===== config.mk =====
export PLATFORM = sky130hd
export DESIGN_NAME = ltc2308_responder
export DESIGN_NICKNAME = d
export VERILOG_FILES = /design/src/rtl/ltc2308_pkg.sv /design/src/rtl/ltc2308_sync_edge.sv /design/src/rtl/ltc2308_responder.sv
export SDC_FILE = /design/constraint.sdc
export NUM_CORES = 1
export LEC_CHECK = 0
export ABC_AREA = 1
export CORE_MARGIN = 2
export CORE_UTILIZATION = 30
export DETAILED_ROUTE_END_ITERATION = 10
export SLEW_MARGIN = 40
export SYNTH_ARGS = -nofsm -noshare
export SYNTH_HDL_FRONTEND = slang
export SYNTH_SLANG_ARGS = --single-unit

===== constraint.sdc =====
create_clock -name clk -period 3.16 [get_ports clk]
set_input_delay 0.632 -clock clk [delete_from_list [all_inputs] [get_ports clk]]
set_output_delay 0.632 -clock clk [all_outputs]
set_load 0.03 [all_outputs]

===== src/rtl/ltc2308_pkg.sv =====
// Shared types and constants for the LTC2308 serial-ADC responder.
// Config word layout is {S/D, O/S, S1, S0, UNI, SLP}.
package ltc2308_pkg;

  typedef enum logic [1:0] {
    IDLE  = 2'd0,
    CONV  = 2'd1,
    READY = 2'd2,
    SHIFT = 2'd3
  } state_t;

  localparam int CFG_SD  = 5;
  localparam int CFG_OS  = 4;
  localparam int CFG_S1  = 3;
  localparam int CFG_S0  = 2;
  localparam int CFG_UNI = 1;
  localparam int CFG_SLP = 0;

  localparam logic [5:0] CFG_RESET_DEFAULT = 6'b100010;

  function automatic logic [2:0] chan_of_cfg(input logic [5:0] cfg);
    return {cfg[CFG_S1], cfg[CFG_S0], cfg[CFG_OS]};
  endfunction

endpackage


===== src/rtl/ltc2308_sync_edge.sv =====
// Multi-stage synchronizer for an asynchronous pin with optional
// single-cycle rise/fall pulses derived from the synchronized level.
module sync_edge #(
  parameter int STAGES   = 2,
  parameter bit EDGE_DET = 1'b1
) (
  input  logic i_clk,
  input  logic i_rst_n,
  input  logic i_async,
  output logic o_level,
  output logic o_rise,
  output logic o_fall
);

  logic [STAGES-1:0] r_sync;

  always_ff @(posedge i_clk or negedge i_rst_n) begin
    if (!i_rst_n) begin
      r_sync <= '0;
    end else begin
      r_sync <= {r_sync[STAGES-2:0], i_async};
    end
  end

  assign o_level = r_sync[STAGES-1];

  generate
    if (EDGE_DET) begin : g_edge
      logic r_prev;

      always_ff @(posedge i_clk or negedge i_rst_n) begin
        if (!i_rst_n) begin
          r_prev <= 1'b0;
        end else begin
          r_prev <= o_level;
        end
      end

      assign o_rise = o_level & ~r_prev;
      assign o_fall = ~o_level & r_prev;
    end else begin : g_no_edge
      assign o_rise = 1'b0;
      assign o_fall = 1'b0;
    end
  endgenerate

endmodule


===== src/rtl/ltc2308_responder.sv =====
// Device-side model of the LTC2308 4-wire ADC interface: runs a timed
// conversion on CONVST, returns a 12-bit sample on SDO and captures SDI config.
module ltc2308_responder
  import ltc2308_pkg::*;
#(
  parameter int         TCONV_CYC   = 80,
  parameter int         SYNC_STAGES = 2,
  parameter logic [5:0] CFG_RESET   = CFG_RESET_DEFAULT
) (
  input  logic        clk,
  input  logic        reset_n,
  input  logic        ADC_CONVST,
  input  logic        ADC_SCK,
  input  logic        ADC_SDI,
  output logic        ADC_SDO,
  output logic        conv_start,
  output logic [2:0]  conv_chan,
  input  logic [11:0] conv_data,
  output logic [5:0]  cfg_word,
  output logic        busy,
  output logic        frame_err
);

  localparam int             CNT_W    = $clog2(TCONV_CYC);
  localparam logic [CNT_W-1:0] CNT_LAST = CNT_W'(TCONV_CYC - 1);

  logic w_convst_lvl, w_convst_rise, w_convst_fall_unused;
  logic w_sck_lvl_unused, w_sck_rise, w_sck_fall;
  logic w_sdi_lvl, w_sdi_rise_unused, w_sdi_fall_unused;

  sync_edge #(.STAGES(SYNC_STAGES), .EDGE_DET(1'b1)) u_sync_convst (
    .i_clk   (clk),
    .i_rst_n (reset_n),
    .i_async (ADC_CONVST),
    .o_level (w_convst_lvl),
    .o_rise  (w_convst_rise),
    .o_fall  (w_convst_fall_unused)
  );

  sync_edge #(.STAGES(SYNC_STAGES), .EDGE_DET(1'b1)) u_sync_sck (
    .i_clk   (clk),
    .i_rst_n (reset_n),
    .i_async (ADC_SCK),
    .o_level (w_sck_lvl_unused),
    .o_rise  (w_sck_rise),
    .o_fall  (w_sck_fall)
  );

  // SDI goes through the same depth as SCK so it stays aligned with the SCK rise.
  sync_edge #(.STAGES(SYNC_STAGES), .EDGE_DET(1'b0)) u_sync_sdi (
    .i_clk   (clk),
    .i_rst_n (reset_n),
    .i_async (ADC_SDI),
    .o_level (w_sdi_lvl),
    .o_rise  (w_sdi_rise_unused),
    .o_fall  (w_sdi_fall_unused)
  );

  state_t           r_state, w_state_next;
  logic [CNT_W-1:0] r_cnt, w_cnt_next;
  logic [11:0]      r_word, w_word_next;
  logic             r_sdo, w_sdo_next;
  logic [5:0]       r_sdi_sr, w_sdi_sr_next;
  logic [2:0]       r_sdi_cnt, w_sdi_cnt_next;
  logic [3:0]       r_sdo_cnt, w_sdo_cnt_next;
  logic [5:0]       r_cfg, w_cfg_next;
  logic [5:0]       r_pending, w_pending_next;
  logic [2:0]       r_conv_chan, w_conv_chan_next;
  logic             r_conv_start, w_conv_start_next;
  logic             r_frame_err, w_frame_err_next;
  logic             w_start_conv;
  logic [5:0]       w_sdi_shifted;

  assign w_sdi_shifted = {r_sdi_sr[4:0], w_sdi_lvl};

  always_ff @(posedge clk or negedge reset_n) begin
    if (!reset_n) begin
      r_state      <= IDLE;
      r_cnt        <= '0;
      r_word       <= '0;
      r_sdo        <= 1'b0;
      r_sdi_sr     <= '0;
      r_sdi_cnt    <= '0;
      r_sdo_cnt    <= '0;
      r_cfg        <= CFG_RESET;
      r_pending    <= CFG_RESET;
      r_conv_chan  <= '0;
      r_conv_start <= 1'b0;
      r_frame_err  <= 1'b0;
    end else begin
      r_state      <= w_state_next;
      r_cnt        <= w_cnt_next;
      r_word       <= w_word_next;
      r_sdo        <= w_sdo_next;
      r_sdi_sr     <= w_sdi_sr_next;
      r_sdi_cnt    <= w_sdi_cnt_next;
      r_sdo_cnt    <= w_sdo_cnt_next;
      r_cfg        <= w_cfg_next;
      r_pending    <= w_pending_next;
      r_conv_chan  <= w_conv_chan_next;
      r_conv_start <= w_conv_start_next;
      r_frame_err  <= w_frame_err_next;
    end
  end

  always_comb begin
    w_state_next      = r_state;
    w_cnt_next        = r_cnt;
    w_word_next       = r_word;
    w_sdo_next        = r_sdo;
    w_sdi_sr_next     = r_sdi_sr;
    w_sdi_cnt_next    = r_sdi_cnt;
    w_sdo_cnt_next    = r_sdo_cnt;
    w_cfg_next        = r_cfg;
    w_pending_next    = r_pending;
    w_conv_chan_next  = r_conv_chan;
    w_conv_start_next = 1'b0;
    w_frame_err_next  = 1'b0;
    w_start_conv      = 1'b0;

    case (r_state)
      IDLE: begin
        if (w_convst_rise) begin
          w_start_conv = 1'b1;
        end
      end

      CONV: begin
        if (w_convst_rise) begin
          w_frame_err_next = 1'b1;
        end
        if (r_cnt == CNT_LAST) begin
          w_word_next  = r_cfg[CFG_UNI] ? conv_data : (conv_data ^ 12'h800);
          w_state_next = READY;
        end else begin
          w_cnt_next = r_cnt + 1'b1;
        end
      end

      READY: begin
        if (w_convst_rise) begin
          w_frame_err_next = 1'b1;
        end else if (!w_convst_lvl) begin
          w_state_next = SHIFT;
          w_sdo_next   = r_word[11];
        end
      end

      SHIFT: begin
        // A CONVST rise takes priority; any SCK edge in the same cycle is dropped.
        if (w_convst_rise) begin
          w_start_conv = 1'b1;
          if ((r_sdi_cnt < 3'd6) || (r_sdo_cnt < 4'd12)) begin
            w_frame_err_next = 1'b1;
          end
        end else if (w_sck_fall && (r_sdo_cnt < 4'd12)) begin
          w_sdo_cnt_next = r_sdo_cnt + 1'b1;
          w_word_next    = {r_word[10:0], 1'b0};
          w_sdo_next     = (r_sdo_cnt == 4'd11) ? 1'b0 : r_word[10];
        end else if (w_sck_rise && (r_sdi_cnt < 3'd6)) begin
          w_sdi_cnt_next = r_sdi_cnt + 1'b1;
          w_sdi_sr_next  = w_sdi_shifted;
          if (r_sdi_cnt == 3'd5) begin
            w_pending_next = w_sdi_shifted;
          end
        end
      end

      default: begin
        w_state_next = IDLE;
      end
    endcase

    // Config captured in the previous frame becomes active for this conversion.
    if (w_start_conv) begin
      w_state_next      = CONV;
      w_cnt_next        = '0;
      w_cfg_next        = r_pending;
      w_conv_chan_next  = chan_of_cfg(r_pending);
      w_conv_start_next = 1'b1;
      w_sdo_next        = 1'b0;
      w_sdi_cnt_next    = '0;
      w_sdo_cnt_next    = '0;
    end
  end

  assign ADC_SDO    = r_sdo;
  assign conv_start = r_conv_start;
  assign conv_chan  = r_conv_chan;
  assign cfg_word   = r_cfg;
  assign busy       = (r_state != IDLE);
  assign frame_err  = r_frame_err;

endmodule


==> Word-level counts from Yosys, hierarchy flattened <==
Cells that the tools add are included.
{ "totals": {"inputBits": 17, "word_cells": 105, "ff_bits": 59, "out_inout_bits": 13} }
{ "op_classes": {"magnitude_cmp": 2, "reduce_logical": 22, "n_mux": 35, "add_sub_neg": 3, "n_bitwise": 9, "eq_ne": 17} }
{ "op_table": {"columns": ["op", "count"], "rows": [
  ["two-way mux 12 bit", 4],
  ["one-hot mux 12 bit (2 select lines)", 1],
  ["two-way mux 7 bit", 3],
  ["two-way mux 4 bit", 4],
  ["AND reduction 4 bit", 4],
  ["two-way mux 3 bit", 5],
  ["inequality test 3 bit, second input constant", 5],
  ["inequality test 2 bit, second input constant", 6],
  ["nonzero test 2 bit", 6],
  ["two-way mux 1 bit", 11],
  ["AND reduction 5 bit", 2],
  ["two-way mux 2 bit", 4],
  ["adder 7 x 1 -> 7 bit, second input constant", 1],
  ["== test 7 bit, second input constant", 1],
  ["inverter 1 bit", 6],
  ["nonzero test 3 bit", 2],
  ["adder 4 x 1 -> 4 bit, second input constant", 1],
  ["== test 2 bit, second input constant", 2],
  ["== test 4 bit, second input constant", 1],
  ["< comparator 4 bit, second input constant", 1],
  ["one-hot mux 1 bit (2 select lines)", 2],
  ["one-hot mux 2 bit (2 select lines)", 1],
  ["OR reduction 2 bit", 2],
  ["adder 3 x 1 -> 3 bit, second input constant", 1],
  ["other kinds (9)", 12]
]} }

==> Logic depth before layout (Yosys ltp) <==
Gate-level depths: netlist of the first run.
{ "depth": {"word_depth": 8, "mapped_depth": 9, "mapped_depth_nobuf": 9} }

==> Hierarchy <==
Synthesis of the first run repeated with hierarchy kept, for this count alone.
{ "hier_totals": {"cells_unflattened": 324, "hier_area_um2": 2728.9} }
{ "modules_own_cells": {"columns": ["module", "area_each_um2", "seq_area_each_um2", "n_inst", "cells_each"], "rows": [
  ["ltc2308_responder", 2479.9, 1206.2, 1, 305],
  ["sync_edge (u_sync_convst ...)", 90.1, 75.1, 2, 7],
  ["sync_edge (u_sync_sdi)", 68.8, 50.0, 1, 5]
]} }

==> Worst setup path after synthesis of the first run <==
OpenSTA, ideal clock, no wires.
{ "synth_path": {"path_type": "flip-flop to flip-flop", "startpoint": "register r_state[0]", "endpoint": "register r_state[1]", "synth_period_minus_slack_ns": 1.519, "t_required_ns": 3.043, "path_buffers": 0, "arrival_time_ns": 1.403, "stages_incl_launch_ff": 8, "setup_slack_ns": 1.641, "setup_time_ns": 0.117, "path_cell_list": "dfrtp_1 inv_1 ha_1 nand3b_4 a21boi_0 nand2_1 nand2_1 nand2_1"} }
{ "synth_between": {"elab_chain_len": 5, "word_cells_on_any_way": 13, "classes_between": "6 x eq/ne; 3 x mux; 4 x reduce/logical"} }
{ "synth_lines": {"columns": ["item", "line_no", "text"], "rows": [
  ["from (decl)", "ltc2308_responder.sv:59", "state_t r_state, w_state_next;"],
  ["from (signal assigned)", "ltc2308_responder.sv:91", "r_state <= w_state_next;"],
  ["== test 2 bit or logical NOT 2 bit (tied branches)", "ltc2308_responder.sv:121", "case (r_state)"],
  ["OR reduction 2 bit (no line)", null, null],
  ["two-way mux 1 bit", null, null],
  ["inequality test 3 bit (no line) or nonzero test 3 bit (tied branches)", null, null],
  ["AND reduction 4 bit (no line)", null, null]
]} }
Parallel ways exist; a longest one is shown, timed or not.
A chain may end at the register's enable or synchronous reset.

==> Worst setup path in the final report of the first run <==
{ "layout_path": {"startpoint": "register r_state[1]", "endpoint": "output port busy"} }
{ "layout_between": {"elab_chain_len": 1} }
{ "layout_lines": {"columns": ["item", "line_no", "text"], "rows": [
  ["nonzero test 2 bit", "ltc2308_responder.sv:191", "assign busy = (r_state != IDLE);"],
  ["to (decl)", "ltc2308_responder.sv:20", "output logic busy,"]
]} }
Every way passes these cells.

==> results of run 1 <==
## metrics by stage
step	power [mW]	hold slack, ns	util, %	cells
after floorplan	1.62	0.331	-	327
final	2.28	0.273	36.4	461
after detailed placement	1.82	0.342	35.0	453
after CTS	2.32	0.293	36.4	461
after global placement	1.80	0.331	35.0	453
after global routing	2.50	0.304	36.4	461
## synthesized netlist by cell type, drive strengths merged
cell / instances / area (µm²)
a21boi: 1 / 7.51
a21oi: 4 / 20.0
buf: 11 / 77.6
clkbuf: 1 / 3.75
dfrtp: 52 / 1300
dfstp: 4 / 105
ha: 10 / 125
inv: 26 / 97.6
nand2: 144 / 553
nand3: 25 / 130
nand3b: 2 / 27.5
nand4: 4 / 25.0
nor2: 23 / 98.8
nor3: 1 / 5.00
o21ai: 14 / 92.6
or2: 2 / 12.5
xnor2: 1 / 8.76
xor2: 2 / 17.5
## cell type report
class / count / share of cell area (%)
multi-input cells: 233 / 35.4
clock buffers: 5 / 2.17
inverters: 26 / 3.08
clock inverters: 3 / 1.46
well taps: 108 / 4.26
flip-flops and latches: 56 / 44.4
repair buffers: 30 / 9.23
## registers in the layout (all words and copies together) (netlist names), 2 cells and up
signal / cells
r_sdi_cnt: 3
r_cnt: 7
r_pending: 6
u_sync_sdi.r_sync: 2
u_sync_sck.r_sync: 2
r_sdi_sr: 5
r_sdo_cnt: 4
cfg_word: 6
r_word: 12
u_sync_convst.r_sync: 2
r_state: 2
## worst max-delay path: stages, from the launching register on
cell and delay (ns):
dfrtp_1 0.44, inv_1 0.11, ha_1 0.19, inv_1 0.05, clkdlybuf4s50_1 0.66
## power by group
part           internal, mW  switching, mW  total, mW
logic                 0.284          0.504      0.788
clock network         0.239          0.245      0.484
registers             0.888          0.124       1.01
## worst min path at each step
stage / start / slack (ns) / depth (start not counted) / endpoint
after floorplan: u_sync_convst.r_sync[0] / 0.33 / 0 / u_sync_convst.r_sync[1]
after global placement: u_sync_sdi.r_sync[0] / 0.33 / 0 / u_sync_sdi.r_sync[1]
after detailed placement: u_sync_convst.r_sync[0] / 0.34 / 0 / u_sync_convst.r_sync[1]
after CTS: reset_n / 0.29 / 1 / cfg_word[2]
after global routing: reset_n / 0.30 / 1 / r_sdi_sr[1]
final: reset_n / 0.27 / 1 / cfg_word[2]
## layer usage
layer / vias to the layer above / routed length, µm
met5: - / 0
met2: 32 / 2360
met1: 944 / 2660
li1: 1053 / -
met4: 0 / 72
met3: 7 / 177
## kinds of logic after synthesis
family	count (synthesis)	share of synthesized area (%)
simple gates	201	31.5
flops	56	51.9
buf+inv	38	6.60
compound gates	19	4.43
fa+ha+maj	10	4.62
xor+xnor	3	0.970
==> impl_metrics.json, run 1 <==
{
  "worstRegToRegCells": 7,
  "avgSynthCellArea_um2": 8.28,
  "fmax_ghz": 0.420,
  "dp.final_hpwl_um": 3620,
  "slew_violations": 0,
  "final.setup.tns_ns": 0,
  "skew_ns": 0.0121,
  "vias": 2036,
  "tightest_slew_ns": 0.526,
  "grt_pass1_wl_um": 9180,
  "ant_nets": 0,
  "synth-warning-count": 0,
  "cp.arrival_ns": 1.75,
  "crit_type": "flop to output pin",
  "r2r-start": "r_state[1]",
  "final_nets": 379,
  "cp-start-kind": "flop",
  "grt_usage_pct": 11.4,
  "synth_nets": 354,
  "timing.final.crit_share_pct": 75.4,
  "initial_core_util_pct": 31.1,
  "row_count": 34,
  "diodes": 0,
  "hp-class": "input pin to async pin",
  "cts_buffer_depth": 2,
  "grt_use_met2_pct": 16.9,
  "rsz0062_at_grt": "false",
  "syn_area_um2": 2710,
  "die_x_um": 99.0,
  "cp.required_ns": 2.53,
  "grt_util_met3_pct": 2.48,
  "setup_ws_ns": 0.779,
  "antenna_found_initial": 0,
  "critPathCaptureType": "output pin",
  "fin_area_um2": 3170,
  "drive_gt1_share_pct": 9.07,
  "routedWlPerCell_um": 11.4,
  "crit_end": "busy",
  "core_area_um2": 8720,
  "firstDrtPassIters": 4,
  "drt-initial-drc-count": 103,
  "io_pins": 30,
  "grt_pass1_vias": 1938,
  "hold_violations": 0,
  "clk_pin_slew_ns": 0.11,
  "seq_area_um2": 1410,
  "finalSetupViolCount": 0,
  "nFillCells": 891,
  "cts_tree": "yes",
  "path_max_fanout": 5,
  "multi_input_area_um2": 1120,
  "ys_types": 26,
  "max-vdd-ir-drop_mv": 0.218,
  "cts_htree_levels": 2,
  "grt_busiest_layer": "met2",
  "finalCriticalPeriod_ns": 2.38,
  "power_density_nw_per_um2": 721,
  "drt_wl_total_um": 5270,
  "synth-seq-area-share_pct": 51.9,
  "remaining_drc_errors": 0,
  "syn_inst": 327,
  "final_common_cell": "nand2_1",
  "post_cts_resized": 0,
  "maxCapViolCount": 0,
  "postCtsSetupRepairBufs": 0,
  "grt_max_degree": 35,
  "gr-total-overflow": 0,
  "die_y_um": 99.0,
  "worst_r2r_endpoint": "r_word[8]",
  "synth-seq-cells": 56,
  "via_per_inst": 4.42,
  "cts-root-buf": "clkbuf_8",
  "dieArea_um2": 9810,
  "clock_latency_ns": 0.32,
  "cts_sinks": 56,
  "power.leakage_nw": 1.59,
  "grt_use_met1_pct": 16.6,
  "r2r_slack_ns": 0.92,
  "gp_congestion": 0.772,
  "cts_buffers": 5,
  "syn2layout_area_growth_pct": 17.0,
  "post_dp_cell_area_um2": 3060,
  "place_ws_ns": 0.950,
  "crit_start": "r_state[1]",
  "status": "finished, final reports clean",
  "ctsHoldBuffers": 0,
  "slew_headroom_pct": 64.9,
  "final_cell_mix": "nand2_1, dfrtp_1, clkdlybuf4s50_1",
  "numPortBuffers": 29
}
Note: power is estimated with default switching activity, not from simulation.
==> inputs of run 2 (changes only) <==
==> constraint.sdc (replaced) <==
create_clock -name clk -period 2.05 [get_ports clk]
set_input_delay 0.41 -clock clk [delete_from_list [all_inputs] [get_ports clk]]
set_output_delay 0.41 -clock clk [all_outputs]
set_load 0.03 [all_outputs]
==> run 2 against run 1 <==
Compared with the run above: global-route usage is 0.31 points higher; utilization rose by 0.36 points; worst setup slack lost 0.67 ns; sequential power increased by 53%; via count increased by 4.0%; first-iteration DRC count increased by 26%; cell count up 1.3%; hold slack worse by 0.21 ns; sequential cell count is the same; final area grew 0.99%.
==> impl_metrics.json, run 2 (same netlist as run 1, synthesis figures left out) <==
{
  "post_cts_resized": 1,
  "r2r-start": "r_state[0]",
  "final.setup.tns_ns": 0,
  "cts_sinks": 56,
  "finalCriticalPeriod_ns": 1.94,
  "drive_gt1_share_pct": 10.0,
  "firstDrtPassIters": 6,
  "ctsHoldBuffers": 0,
  "finalSetupViolCount": 0,
  "gr-total-overflow": 0,
  "tightest_slew_ns": 0.496,
  "clk_pin_slew_ns": 0.10,
  "power.leakage_nw": 1.62,
  "rsz0062_at_grt": "false",
  "p_comb_share_pct": 37.7,
  "initial_core_util_pct": 31.1,
  "grt_pass1_vias": 2156,
  "die_x_um": 99.0,
  "drt_wl_total_um": 5430,
  "swShare_pct": 38.8,
  "vias": 2118,
  "cts_htree_levels": 2,
  "diodes": 0,
  "cp.arrival_ns": 1.53,
  "slew_headroom_pct": 66.9,
  "cp-start-kind": "flop",
  "routedWlPerCell_um": 11.6,
  "drt-initial-drc-count": 130,
  "slowest_stage": "clkdlybuf4s50_1",
  "via_per_inst": 4.54,
  "power_frac_seq_pct": 44.5,
  "timing.final.crit_share_pct": 94.5,
  "grt_pass1_wl_um": 9560,
  "skew_ns": 0.0104,
  "grt_usage_pct": 11.8,
  "dp.final_hpwl_um": 3790,
  "syn2layout_area_growth_pct": 18.2,
  "slew_violations": 0,
  "remaining_drc_errors": 0,
  "cpLargestDelayFamily": "buffers and inverters",
  "worstPathCellList": "clkdlybuf4s50_1",
  "dieArea_um2": 9810,
  "hold_ws_ns": 0.0593,
  "clock_latency_ns": 0.30,
  "cts_tree": "yes",
  "row_count": 34,
  "numPortBuffers": 29,
  "gp_congestion": 0.781,
  "cp.required_ns": 1.64,
  "largest_register_ffs": 12,
  "crit_start": "cfg_word[1]",
  "worstRegToRegCells": 7,
  "r2r_slack_ns": 0.23,
  "critPathCaptureType": "output pin",
  "crit_end": "cfg_word[1]",
  "intPower_mw": 2.13,
  "clockPowerShare_pct": 17.8,
  "path_max_fanout": 3,
  "hp-class": "input pin to async pin",
  "crit_type": "flop to output pin",
  "cts_buffer_depth": 2,
  "p_sw_mw": 1.35,
  "cts-root-buf": "clkbuf_8",
  "io_pins": 30,
  "fmax_ghz": 0.516,
  "core_area_um2": 8720,
  "die_y_um": 99.0,
  "ant_nets": 0,
  "antenna_found_initial": 0,
  "final_nets": 385,
  "largestRegisters": "r_word: 12 flops, r_cnt: 7 flops",
  "postCtsSetupRepairBufs": 0,
  "power_density_nw_per_um2": 1090,
  "cts_buffers": 5,
  "final_cell_mix": "nand2_1, dfrtp_1, clkdlybuf4s50_1",
  "path_buf_inv": 1,
  "maxCapViolCount": 0,
  "final_common_cell": "nand2_1",
  "max_stage_delay_ns": 0.67,
  "status": "finished, final reports clean",
  "regMostFlops": "r_word",
  "grt_max_degree": 38,
  "max-vdd-ir-drop_mv": 0.429,
  "hold_violations": 0,
  "worst-path-stages": 1,
  "worst_r2r_endpoint": "r_cnt[0]"
}
## run 2: cell type report
class	count	area (µm²)
timing repair buffer	36	349
tap	108	135
inverter	26	97.6
clock buffer	8	90.1
multi-input combinational	233	1120
fill	893	5520
sequential	56	1410
## run 2: power by group through the flow
| stage | registers (mW) | clock network (mW) | logic, mW |
|---|---|---|---|
| 3_3_place_gp | 1.56 | 0 | 1.30 |
| 5_1_grt | 1.59 | 0.675 | 1.52 |
| 6_report | 1.55 | 0.619 | 1.31 |
| 4_1_cts | 1.55 | 0.635 | 1.33 |
| 3_5_place_dp | 1.57 | 0 | 1.33 |
| 2_1_floorplan | 1.56 | 0 | 0.930 |
## run 2: how the worst min path moves through the flow
stage,cells past startpoint,to
floorplan,0,ADC_SDO
global placement,0,u_sync_sck.r_sync[1]
detailed placement,0,u_sync_sdi.r_sync[1]
CTS,1,u_sync_sck.r_sync[0]
global route,1,u_sync_sck.r_sync[0]
finish,1,u_sync_convst.r_sync[0]
## run 2: per-layer routing
layer  part of all wire (%)  vias up  track usage [%]
li1                       -     1071                -
met1                     49     1003             16.0
met2                     46       36             19.4
met3                    4.0        8             2.13
met4                    1.2        0             3.06
met5                      0        -                0
## run 2: through the flow
stage	std cells	worst slack (ns)	instance area (µm²)	power (mW)	utilization, %
after global routing	467	0.0695	3200	3.78	36.7
after floorplan	327	0.531	2710	2.50	-
final	467	0.114	3200	3.48	36.7
after CTS	467	0.0982	3200	3.51	36.7
after global placement	459	0.267	3110	2.86	35.7
after detailed placement	459	0.226	3110	2.90	35.7
==> inputs of run 3 (changes only) <==
--- a/config.mk
+++ b/config.mk
@@ -6,9 +6,11 @@
 export NUM_CORES = 1
 export LEC_CHECK = 0
 export ABC_AREA = 1
+export CAP_MARGIN = 10
 export CORE_MARGIN = 2
 export CORE_UTILIZATION = 30
 export DETAILED_ROUTE_END_ITERATION = 10
+export PLACE_DENSITY = 0.61
 export SLEW_MARGIN = 40
 export SYNTH_ARGS = -nofsm -noshare
 export SYNTH_HDL_FRONTEND = slang
==> run 3 against run 2 <==
Compared with the run above: clock power grew 14%; critical path depth did not move; fmax fell by 1.8%; routed wire length is 2.2% lower; clock skew about the same; count of clock-buffer cells in the layout is 2 lower; combinational power barely moved; global-route usage is 0.35 points lower; utilization up 0.20 points; non-clock buffer count unchanged.
==> impl_metrics.json, run 3 (same netlist as run 1, synthesis figures left out) <==
{
  "numPortBuffers": 29,
  "maxCapViolCount": 0,
  "grt_pass1_vias": 1973,
  "post_dp_cell_area_um2": 3110,
  "swShare_pct": 37.5,
  "drt-initial-drc-count": 106,
  "largestRegisters": "r_word: 12 flops, r_cnt: 7 flops",
  "clockPowerShare_pct": 19.8,
  "cts_sinks": 56,
  "row_count": 34,
  "worstPathCellList": "clkdlybuf4s50_1",
  "p_comb_share_pct": 36.4,
  "r2r_slack_ns": 0.17,
  "tightest_slew_ns": 0.451,
  "dp.final_hpwl_um": 3730,
  "power_frac_seq_pct": 43.8,
  "firstDrtPassIters": 4,
  "final.setup.tns_ns": 0,
  "ant_nets": 0,
  "dieArea_um2": 9810,
  "syn2layout_area_growth_pct": 18.8,
  "vias": 2066,
  "finalCriticalPeriod_ns": 1.97,
  "io_pins": 30,
  "intPower_mw": 2.22,
  "cts_tree": "yes",
  "crit_type": "flop to output pin",
  "power_density_nw_per_um2": 1100,
  "initial_core_util_pct": 31.1,
  "via_per_inst": 4.42,
  "die_y_um": 99.0,
  "status": "finished, final reports clean",
  "postCtsSetupRepairBufs": 0,
  "path_buf_inv": 1,
  "r2r-start": "r_state[1]",
  "cpLargestDelayFamily": "buffers and inverters",
  "ctsHoldBuffers": 0,
  "seq_area_um2": 1410,
  "total_power_mw": 3.54,
  "antenna_found_initial": 0,
  "max_stage_delay_ns": 0.68,
  "slowest_stage": "clkdlybuf4s50_1",
  "cp-start-kind": "flop",
  "regMostFlops": "r_word",
  "dp_cells": 459,
  "power.leakage_nw": 1.63,
  "slew_headroom_pct": 69.9,
  "drt_wl_total_um": 5310,
  "hold_ws_ns": 0.0338,
  "grt_usage_pct": 11.4,
  "layout.cells.non_filler": 467,
  "setup_ws_ns": 0.0782,
  "cts_htree_levels": 2,
  "finalSetupViolCount": 0,
  "core_area_um2": 8720,
  "final_cell_mix": "nand2_1, dfrtp_1, clkdlybuf4s50_1",
  "worst_r2r_endpoint": "r_state[0]",
  "routedWlPerCell_um": 11.4,
  "finish.utilization_pct": 36.9,
  "gp_congestion": 0.782,
  "worstRegToRegCells": 8,
  "skew_ns": 0.0106,
  "cts-root-buf": "clkbuf_8",
  "final_nets": 385,
  "diodes": 0,
  "path_max_fanout": 3,
  "multi_input_area_um2": 1120,
  "largest_register_ffs": 12,
  "timing.final.crit_share_pct": 96.2,
  "fin_area_um2": 3220,
  "post_cts_resized": 1,
  "gr-total-overflow": 0,
  "place_ws_ns": 0.218,
  "final_common_cell": "nand2_1",
  "grt_max_degree": 42,
  "cp.required_ns": 1.64,
  "grt_pass1_wl_um": 9300,
  "cts_buffer_depth": 2,
  "rsz0062_at_grt": "false",
  "clock_latency_ns": 0.30,
  "fmax_ghz": 0.507,
  "p_sw_mw": 1.33,
  "clk_pin_slew_ns": 0.10,
  "max-vdd-ir-drop_mv": 0.360,
  "drive_gt1_share_pct": 10.3,
  "remaining_drc_errors": 0,
  "slew_violations": 0,
  "critPathCaptureType": "output pin",
  "cp.arrival_ns": 1.56,
  "die_x_um": 99.0,
  "cts_buffers": 5,
  "nFillCells": 889,
  "hold_violations": 0,
  "hp-class": "input pin to async pin"
}
==> run 3: worst max-delay path by stage <==
stage	start	end	slack, ns	cells after the start
floorplan	r_state[0]	r_state[1]	0.53	7
global placement	r_state[0]	busy	0.27	4
detailed placement	r_state[0]	busy	0.22	4
CTS	cfg_word[1]	cfg_word[1]	0.06	1
global route	r_state[0]	r_state[0]	0.01	8
finish	cfg_word[1]	cfg_word[1]	0.08	1
==> run 3: area by class of cell <==
class	count	area share, %
clock buffers	6	2.25
clock inverters	2	1.09
inverters	26	3.03
multi-input cells	233	34.9
flip-flops and latches	56	43.7
well taps	108	4.20
repair buffers	36	10.8
==> run 3: per-layer routing <==
| layer | GRT usage (%) | wire (µm) | part of all wire [%] | vias to the layer above |
|---|---|---|---|---|
| li1 | - | - | - | 1072 |
| met1 | 16.1 | 2700 | 51 | 972 |
| met2 | 18.5 | 2410 | 45 | 20 |
| met3 | 2.55 | 179 | 3.4 | 2 |
| met4 | 1.58 | 15 | 0.28 | 0 |
| met5 | 0 | 0 | 0 | - |
==> run 3: power groups by stage <==
| stage | logic (mW) | registers [mW] | clock network [mW] |
|---|---|---|---|
| CTS | 1.31 | 1.55 | 0.729 |
| global placement | 1.28 | 1.56 | 0 |
| floorplan | 0.930 | 1.56 | 0 |
| finish | 1.29 | 1.55 | 0.703 |
| detailed placement | 1.31 | 1.57 | 0 |
| global route | 1.50 | 1.59 | 0.774 |
